--- config.mk ---
export PLATFORM = sky130hd
export DESIGN_NAME = i2s_msb_receiver_flat
export DESIGN_NICKNAME = d
export VERILOG_FILES = /design/src/rtl/i2s_msb_receiver_if.sv /design/src/rtl/i2s_msb_receiver.sv /design/src/flat_wrapper.sv
export SDC_FILE = /design/constraint.sdc
export NUM_CORES = 1
export LEC_CHECK = 0
export CORE_MARGIN = 3
export CORE_UTILIZATION = 50
export CTS_BUF_LIST = sky130_fd_sc_hd__clkbuf_8
export DETAILED_ROUTE_END_ITERATION = 7
export PLACE_DENSITY = 0.67
export REMOVE_ABC_BUFFERS = 1
export SYNTH_ARGS = -nofsm -noshare
export SYNTH_HDL_FRONTEND = slang
export SYNTH_SLANG_ARGS = --single-unit
--- constraint.sdc ---
create_clock -name clk_x4_i -period 3.1 [get_ports clk_x4_i]
set_clock_uncertainty 0.1 [all_clocks]
set_input_delay 0.62 -clock clk_x4_i [delete_from_list [all_inputs] [get_ports clk_x4_i]]
set_output_delay 0.62 -clock clk_x4_i [all_outputs]
set_load 0.01 [all_outputs]
--- src/rtl/i2s_msb_receiver_if.sv ---
// Show-ahead sample stream from the I2S MSB-justified receiver to its consumer.
// The master side presents the FIFO head and the slave side pops it with ready_i.
interface i2s_msb_receiver_if #(
  parameter int SAMPLE_BITS = 24,
  parameter int SLOT_W      = 1
);
  logic [SAMPLE_BITS-1:0] sample_o;
  logic [SLOT_W-1:0]      slot_o;
  logic                   valid_o;
  logic                   ready_i;

  modport master (output sample_o, output slot_o, output valid_o, input ready_i);
  modport slave  (input sample_o, input slot_o, input valid_o, output ready_i);
endinterface

--- src/rtl/i2s_msb_receiver.sv ---
// Deserialises an MSB-justified I2S stream into {slot, sample} entries held in a
// small show-ahead FIFO. It flags framing errors and samples dropped on overflow.
module i2s_msb_receiver #(
  parameter int SLOTS       = 2,
  parameter int SLOT_BITS   = 32,
  parameter int SAMPLE_BITS = 24,
  parameter int FIFO_BITS   = 3
) (
  input  logic                clk_x4_i,
  input  logic                reset_ni,
  input  logic                i2s_data_i,
  input  logic                i2s_bclk_i,
  input  logic                i2s_lrclk_i,
  input  logic                i2s_running_i,
  i2s_msb_receiver_if.master  stream,
  output logic                overflow_o,
  input  logic                clr_i,
  output logic                frame_err_o
);
  localparam int SLOT_W  = $clog2(SLOTS);
  localparam int BIT_W   = $clog2(SLOT_BITS);
  localparam int DEPTH   = 2 ** FIFO_BITS;
  localparam int CNT_W   = FIFO_BITS + 1;
  localparam int ENTRY_W = SLOT_W + SAMPLE_BITS;

  typedef enum logic [1:0] {
    IDLE    = 2'b00,
    HUNT    = 2'b01,
    CAPTURE = 2'b10
  } state_t;

  state_t                   state_r;
  logic                     data_r, bclk_r, bclk_d_r, lrclk_r, lrclk_prev_r;
  logic [BIT_W-1:0]         bit_r;
  logic [SLOT_W-1:0]        slot_r;
  logic [SAMPLE_BITS-2:0]   shift_r;
  logic                     frame_err_r, overflow_r, valid_r;
  logic [ENTRY_W-1:0]       mem_r [DEPTH];
  logic [ENTRY_W-1:0]       head_r;
  logic [FIFO_BITS-1:0]     wr_ptr_r, rd_ptr_r;
  logic [CNT_W-1:0]         count_r;

  logic                     bclk_rise_s, frame_start_s, frame_pos0_s;
  logic                     push_s, pop_s, full_s, do_push_s, drop_s;
  logic [ENTRY_W-1:0]       wdata_s, head_next_s;
  logic [FIFO_BITS-1:0]     rd_ptr_next_s;
  logic [CNT_W-1:0]         count_next_s;

  assign bclk_rise_s   = bclk_r & ~bclk_d_r;
  assign frame_start_s = bclk_rise_s & lrclk_r & ~lrclk_prev_r;
  // Counters hold the position of the next expected bit; position 0 must be a frame start.
  assign frame_pos0_s  = (bit_r == '0) && (slot_r == '0);
  assign push_s        = i2s_running_i && (state_r == CAPTURE) && bclk_rise_s &&
                         !frame_start_s && (bit_r == BIT_W'(SAMPLE_BITS - 1));
  assign wdata_s       = {slot_r, shift_r, data_r};

  assign pop_s     = valid_r & stream.ready_i;
  assign full_s    = (count_r == CNT_W'(DEPTH));
  assign do_push_s = push_s && (!full_s || pop_s);
  assign drop_s    = push_s && full_s && !pop_s;

  // Input registers and previous-edge history for bclk/lrclk detection.
  always_ff @(posedge clk_x4_i or negedge reset_ni) begin
    if (!reset_ni) begin
      data_r       <= 1'b0;
      bclk_r       <= 1'b0;
      bclk_d_r     <= 1'b0;
      lrclk_r      <= 1'b0;
      lrclk_prev_r <= 1'b0;
    end else begin
      data_r   <= i2s_data_i;
      bclk_r   <= i2s_bclk_i;
      bclk_d_r <= bclk_r;
      lrclk_r  <= i2s_lrclk_i;
      if (bclk_rise_s) begin
        lrclk_prev_r <= lrclk_r;
      end else begin
        lrclk_prev_r <= lrclk_prev_r;
      end
    end
  end

  // Framing state machine: bit/slot counters, shift register and error pulse.
  always_ff @(posedge clk_x4_i or negedge reset_ni) begin
    if (!reset_ni) begin
      state_r     <= IDLE;
      bit_r       <= '0;
      slot_r      <= '0;
      shift_r     <= '0;
      frame_err_r <= 1'b0;
    end else if (!i2s_running_i) begin
      state_r     <= IDLE;
      bit_r       <= '0;
      slot_r      <= '0;
      shift_r     <= '0;
      frame_err_r <= 1'b0;
    end else begin
      frame_err_r <= 1'b0;
      case (state_r)
        IDLE: begin
          state_r <= HUNT;
        end
        HUNT: begin
          if (frame_start_s) begin
            state_r <= CAPTURE;
            bit_r   <= BIT_W'(1);
            slot_r  <= '0;
            shift_r <= {shift_r[SAMPLE_BITS-3:0], data_r};
          end
        end
        CAPTURE: begin
          if (bclk_rise_s) begin
            if (frame_start_s) begin
              // An early frame start restarts the frame at this bit.
              frame_err_r <= !frame_pos0_s;
              bit_r       <= BIT_W'(1);
              slot_r      <= '0;
              shift_r     <= {shift_r[SAMPLE_BITS-3:0], data_r};
            end else if (frame_pos0_s) begin
              frame_err_r <= 1'b1;
              state_r     <= HUNT;
              bit_r       <= '0;
              slot_r      <= '0;
            end else begin
              shift_r <= {shift_r[SAMPLE_BITS-3:0], data_r};
              if (bit_r == BIT_W'(SLOT_BITS - 1)) begin
                bit_r  <= '0;
                slot_r <= (slot_r == SLOT_W'(SLOTS - 1)) ? '0 : slot_r + 1'b1;
              end else begin
                bit_r <= bit_r + 1'b1;
              end
            end
          end
        end
        default: begin
          state_r <= IDLE;
        end
      endcase
    end
  end

  // Next occupancy, read pointer and show-ahead head (bypass when the push becomes head).
  always_comb begin
    count_next_s  = count_r;
    rd_ptr_next_s = rd_ptr_r;
    if (do_push_s && !pop_s) begin
      count_next_s = count_r + 1'b1;
    end else if (!do_push_s && pop_s) begin
      count_next_s = count_r - 1'b1;
    end else begin
      count_next_s = count_r;
    end
    if (pop_s) begin
      rd_ptr_next_s = rd_ptr_r + 1'b1;
    end else begin
      rd_ptr_next_s = rd_ptr_r;
    end
    if (do_push_s && (wr_ptr_r == rd_ptr_next_s)) begin
      head_next_s = wdata_s;
    end else begin
      head_next_s = mem_r[rd_ptr_next_s];
    end
  end

  // FIFO storage, pointers, registered head/valid and sticky overflow.
  always_ff @(posedge clk_x4_i or negedge reset_ni) begin
    if (!reset_ni) begin
      for (int i = 0; i < DEPTH; i++) begin
        mem_r[i] <= '0;
      end
      wr_ptr_r   <= '0;
      rd_ptr_r   <= '0;
      count_r    <= '0;
      head_r     <= '0;
      valid_r    <= 1'b0;
      overflow_r <= 1'b0;
    end else begin
      if (do_push_s) begin
        mem_r[wr_ptr_r] <= wdata_s;
        wr_ptr_r        <= wr_ptr_r + 1'b1;
      end
      rd_ptr_r <= rd_ptr_next_s;
      count_r  <= count_next_s;
      head_r   <= head_next_s;
      valid_r  <= (count_next_s != '0);
      if (drop_s) begin
        overflow_r <= 1'b1;
      end else if (clr_i) begin
        overflow_r <= 1'b0;
      end else begin
        overflow_r <= overflow_r;
      end
    end
  end

  assign stream.sample_o = head_r[SAMPLE_BITS-1:0];
  assign stream.slot_o   = head_r[ENTRY_W-1 -: SLOT_W];
  assign stream.valid_o  = valid_r;
  assign overflow_o      = overflow_r;
  assign frame_err_o     = frame_err_r;
endmodule

--- src/flat_wrapper.sv ---
// flat-port wrapper written by rule: the top's interface ports become plain ports
module i2s_msb_receiver_flat 
#(
  parameter int SLOTS       = 2,
  parameter int SLOT_BITS   = 32,
  parameter int SAMPLE_BITS = 24,
  parameter int FIFO_BITS   = 3
)
  (clk_x4_i, reset_ni, i2s_data_i, i2s_bclk_i, i2s_lrclk_i, i2s_running_i, overflow_o, clr_i, frame_err_o, stream_sample_o, stream_slot_o, stream_valid_o, stream_ready_i);
  i2s_msb_receiver_if #(.SAMPLE_BITS(SAMPLE_BITS), .SLOT_W(1)) stream_i ();
  input  logic clk_x4_i;
  input  logic reset_ni;
  input  logic i2s_data_i;
  input  logic i2s_bclk_i;
  input  logic i2s_lrclk_i;
  input  logic i2s_running_i;
  output logic overflow_o;
  input  logic clr_i;
  output logic frame_err_o;
  output wire logic [$bits(stream_i.sample_o)-1:0] stream_sample_o;
  output wire logic [$bits(stream_i.slot_o)-1:0] stream_slot_o;
  output wire logic [$bits(stream_i.valid_o)-1:0] stream_valid_o;
  input wire logic [$bits(stream_i.ready_i)-1:0] stream_ready_i;
  assign stream_sample_o = stream_i.sample_o;
  assign stream_slot_o = stream_i.slot_o;
  assign stream_valid_o = stream_i.valid_o;
  assign stream_i.ready_i = stream_ready_i;
  i2s_msb_receiver #(.SLOTS(SLOTS), .SLOT_BITS(SLOT_BITS), .SAMPLE_BITS(SAMPLE_BITS), .FIFO_BITS(FIFO_BITS)) u_core (.clk_x4_i(clk_x4_i), .reset_ni(reset_ni), .i2s_data_i(i2s_data_i), .i2s_bclk_i(i2s_bclk_i), .i2s_lrclk_i(i2s_lrclk_i), .i2s_running_i(i2s_running_i), .stream(stream_i), .overflow_o(overflow_o), .clr_i(clr_i), .frame_err_o(frame_err_o));
endmodule
After elaboration in Yosys (flattened, before gate mapping)
Cells that the tools add are included.
{ "word_totals": {"regBits": 274, "input_bits": 8, "out_inout_bits": 28, "wordCells": 125} }
{ "op_classes": {"n_addsub": 6, "order_cmp": 3, "eq_ne": 13, "n_mux": 44, "bitwise_logic": 9, "reduce_logical": 26} }
{ "ops": {"columns": ["operator", "n"], "rows": [
  ["bitwise mux 200 bit", 1],
  ["2-to-1 mux 23 bit", 5],
  ["2-to-1 mux 25 bit", 4],
  ["binary-select mux 25 bit (select 3 bit)", 1],
  ["demux 25 bit (select 3 bit)", 1],
  ["case mux 23 bit (2 select lines)", 1],
  ["2-to-1 mux 5 bit", 6],
  ["2-to-1 mux 1 bit", 14],
  ["logical AND 1 bit", 12],
  ["AND reduction 4 bit", 3],
  ["== test 5 bit (second input constant)", 2],
  ["2-to-1 mux 2 bit", 5],
  ["case mux 5 bit (2 select lines)", 1],
  ["!= test 3 x 2 -> 1 bit (second input constant)", 3],
  ["greater-or-equal comparator 4 bit (second input constant)", 2],
  ["2-to-1 mux 4 bit", 2],
  ["inverter 3 -> 4 bit", 2],
  ["adder 3 x 1 -> 3 bit (second input constant)", 2],
  ["case mux 2 bit (3 select lines)", 1],
  ["adder 5 x 1 -> 5 bit (second input constant)", 1],
  ["logical NOT 1 bit", 5],
  ["logical NOT 5 bit", 1],
  ["!= test 5 x 3 -> 1 bit (second input constant)", 1],
  ["adder 4 x 1 -> 4 bit (second input constant)", 1],
  ["19 further kinds", 24]
]} }

Longest topological paths before layout
{ "depth": {"depth_word": 13, "depth_mapped": 10, "depth_no_buf": 9} }

Worst setup path after synthesis
OpenSTA, ideal clock, no wires.
{ "synth_timing": {"path_kind": "in2reg", "startpoint": "input port i2s_running_i", "endpoint": "register u_core.mem_r[154] (netlist bit)", "setup_time_ns": 0.128, "arrival_time_ns": 2.314, "required_ns": 2.872, "path_slack_ns": 0.559, "cell_stages": 7, "n_path_buf": 2, "cell_sequence": "nand3b_1 > nor4_2 > a21bo_2 > buf_4 > nor4b_4 > buf_6 > mux2_1"} }
{ "synth_via": {"elab_chain_cells": 5} }
{ "synth_lines": {"columns": ["item", "line", "source"], "rows": [
  ["start, declared", "flat_wrapper.sv:16", "input logic i2s_running_i;"],
  ["logical AND 1 bit (3 in series)", "i2s_msb_receiver.sv:53", "assign push_s = i2s_running_i && (state_r == CAPTURE) && bclk_rise_s &&"],
  ["logical AND 1 bit", "i2s_msb_receiver.sv:54", "!frame_start_s && (bit_r == BIT_W'(SAMPLE_BITS - 1));"],
  ["logical AND 1 bit", "i2s_msb_receiver.sv:59", "assign do_push_s = push_s && (!full_s || pop_s);"],
  ["end signal, assigned by index", "i2s_msb_receiver.sv:179", "mem_r[wr_ptr_r] <= wdata_s;"],
  ["end, declared", "i2s_msb_receiver.sv:38", "logic [ENTRY_W-1:0] mem_r [DEPTH];"]
]} }
No other way between the ends.
A chain may end at the register's enable or synchronous reset.

Worst setup path after layout
{ "layout_timing": {"startpoint": "register u_core.bit_r[0]", "endpoint": "register u_core.mem_r[150] (netlist bit)"} }
{ "layout_via": {"elab_chain_cells": 3} }
{ "layout_lines": {"columns": ["item", "line", "source"], "rows": [
  ["start, declared", "i2s_msb_receiver.sv:34", "logic [BIT_W-1:0] bit_r;"],
  ["start signal, assigned", "i2s_msb_receiver.sv:130", "bit_r <= bit_r + 1'b1;"],
  ["== test 5 bit", "i2s_msb_receiver.sv:54", null],
  ["logical AND 1 bit", "i2s_msb_receiver.sv:54", null],
  ["logical AND 1 bit", "i2s_msb_receiver.sv:59", null]
]} }
No other way between the ends.

==> impl_results.md <==
- Min-Delay Path Class: register to register
- Number of H-tree levels: 2
- Worst R2R Start: u_core.bit_r[0]
- Kind of critical path: register to register
- Share of post-route cells with drive strength above 1: 34.7%
- Fin area: 0.0142 mm^2
- Via density: 5.61
- Number of max-cap violations: 0
- Synth area leaders: dfrtp_1, mux2_2, mux2i_1
- CP required: 3.43 ns
- Max FO, Critical Path: 25
- EDFF count, synth: 0
- Clock buffer depth: 3
- Avg WL per Cell: 19.6 um
- # IOs: 36
- First-pass GRT wire length: 43,100 um
- Post-synth top cells: dfrtp_1, mux2_2, nand2_1
- Hold Violations, Final: 0
- Final GP Congestion: 0.741
- Leak pwr: 0.00702 uW
- Top-count cell post-synth: dfrtp_1
- Top FF cell, synth: dfrtp_1
- RSZ-0062 raised after global routing: no
- DR iter-0 viols: 387
- Final std cells w/o fill: 1,330
- # diodes: 0
- CTS tree: done
- CTS Buf Count: 46
- Mapped Cells: 935
- Antenna violations before repair: 0
- Gr usage total: 20.5%
- Largest net degree at the start of global routing: 64
- Num rows: 56
- Routed WL: 26,100 um
- Max frequency: 388 MHz
- Post-CTS Hold Fix Bufs: 1
- Run status: completed
- Vias in the first global route: 7,742
- First-pass DRT Iterations: 4
- DPL Wire Length: 14,300 um
- Synth-to-Final Area Change: 15.9%
- Clk Latency, worst-skew pair: 0.56 ns
- Pwr Density: 774 mW/mm^2
- Synth Warn #: 0
- Die extent in y: 163 um
- WHS: 0.310 ns
- CP Capture Type: register
- Pwr Total: 11,000 uW
- Port buffer count: 35
- Via Count: 7,459
- Fraction of registers with async set/reset: 100%
- Post-synth cell types: 56
- Syn Area/Cell: 13.1 um^2
- Post-layout min period: 2.57 ns
- Synth top area share: 55.8%
- Max-slew headroom: 48.4%
- Post-DP Area: 0.0133 mm^2
- Final period utilization: 83.1%
- CTS root buffer: clkbuf_8
- Worst min-delay path startpoint: u_core.bclk_r
- Crit. Startpoint: u_core.bit_r[0]
- Cts repair resizes: 0
- Peak supply drop: 0.417 mV
- Core Area: 0.0238 mm^2
- DRC viols: 0
- Final Max Tran Viols: 0
- Post-route antenna net violation count: 0
- Post-synthesis register bit count: 274
- Clk pin slew, worst setup/hold paths: 0.06 ns
- Total congestion overflow: 0
- Worst Tran Pin Value: 0.774 ns
- Fin nets: 991
- Setup violations, final: 0
- Setup crit start kind: register
- Post-CTS setup buffers: 0
- Clock net sink count: 274
- Placed Cells: 1,245
- Die W: 163 um
- Mapped cell area: 0.0123 mm^2
- Post-synthesis sequential area ratio: 55.8%
- Initial core utilization: 51.5%
- Post-synth top area cell: dfrtp_1
- Die Area: 0.0265 mm^2
- WP data arrival: 2.91 ns
-- layout by cell type (no fill, tap or decap), types with 3 or more instances in the layout --
master,synthesis,layout
mux2_1,21,21
o21ai_1,6,5
xor2_1,3,3
nor2_1,7,5
clkdlybuf4s50_1,0,34
nand2_1,83,83
o21ai_0,53,53
o22ai_1,28,28
xnor2_1,6,5
inv_1,9,28
ha_1,8,8
nor3_1,3,3
mux2_2,230,230
nor2_2,1,3
clkbuf_8,0,63
nand3_1,4,4
nand2b_1,4,4
mux2i_1,52,52
a221o_1,25,25
dfrtp_1,274,274
buf_4,7,11
buf_12,0,23
-- metal layers --
metal  vias to the layer above  track usage, %  part of all wire, %
met3                        33            3.92                  3.2
met1                      3861            28.8                   47
met4                         0            4.15                  1.4
met2                       108            33.6                   49
met5                         -               0                    0
li1                       3457               -                    -
-- path summary, 6_finish.rpt --
kind / to / slack (ns) / depth (start not counted)
setup / recovery: u_core.mem_r[150] / 0.53 / 7
hold / removal: u_core.bclk_d_r / 0.31 / 0
setup reg to reg: u_core.mem_r[150] / 0.53 / 7
hold reg to reg: u_core.bclk_d_r / 0.31 / 0
max in group asynchronous: u_core.head_r[20] / 1.52 / 3
min in group asynchronous: u_core.bclk_r / 0.51 / 2
-- cell families (layout without fill, tap and decap cells) --
kind of cell	Yosys count	in the layout	share of synthesized area, %
muxes	303	303	27.3
DFF	274	274	55.8
and+or+nand+nor	128	128	5.45
AOI/OAI and AO/OA	126	126	6.80
buffers and inverters	87	163	3.20
xor gates and xnor gates	9	9	0.642
adders and majority gates	8	8	0.815
-- critical path, stage by stage, from the launching register on --
cell and delay, ns:
dfrtp_1 0.43, ha_1 0.23, nand4b_1 0.14, nor4_2 0.31, a21bo_2 0.36, nor4b_4 0.28
buf_12 0.25, mux2_2 0.35
-- area by class of cell --
type	count	area [um^2]
inverter	9	33.8
sequential	274	6860
clock buffer	63	867
tap	319	399
multi-input combinational	574	5060
timing repair buffer	70	908
clock inverter	21	106
fill	1955	9590
-- power breakdown --
group	internal, uW	total, uW	switching [uW]
clock network	1880	3280	1400
registers	3830	3950	119
logic	1790	3790	2000
total	7500	11000	3520
-- stage by stage --
step / setup TNS [ns] / utilization [%] / setup WS [ns]
floorplan: -187.66 / - / -7.03
global placement: 0 / 55.6 / 0.0628
detailed placement: 0 / 55.6 / 0.0184
CTS: 0 / 59.7 / 0.536
global route: 0 / 59.7 / 0.390
finish: 0 / 59.7 / 0.525
-- state kept, by name, summed over array words and instances, names as in the netlist, 2 cells and up --
name,cells
u_core.mem_r,200
u_core.shift_r,23
u_core.head_r,25
u_core.bit_r,5
u_core.state_r,2
u_core.count_r,4
u_core.wr_ptr_r,3
u_core.rd_ptr_r,3
No activity file was read; power rests on OpenSTA's default activity.
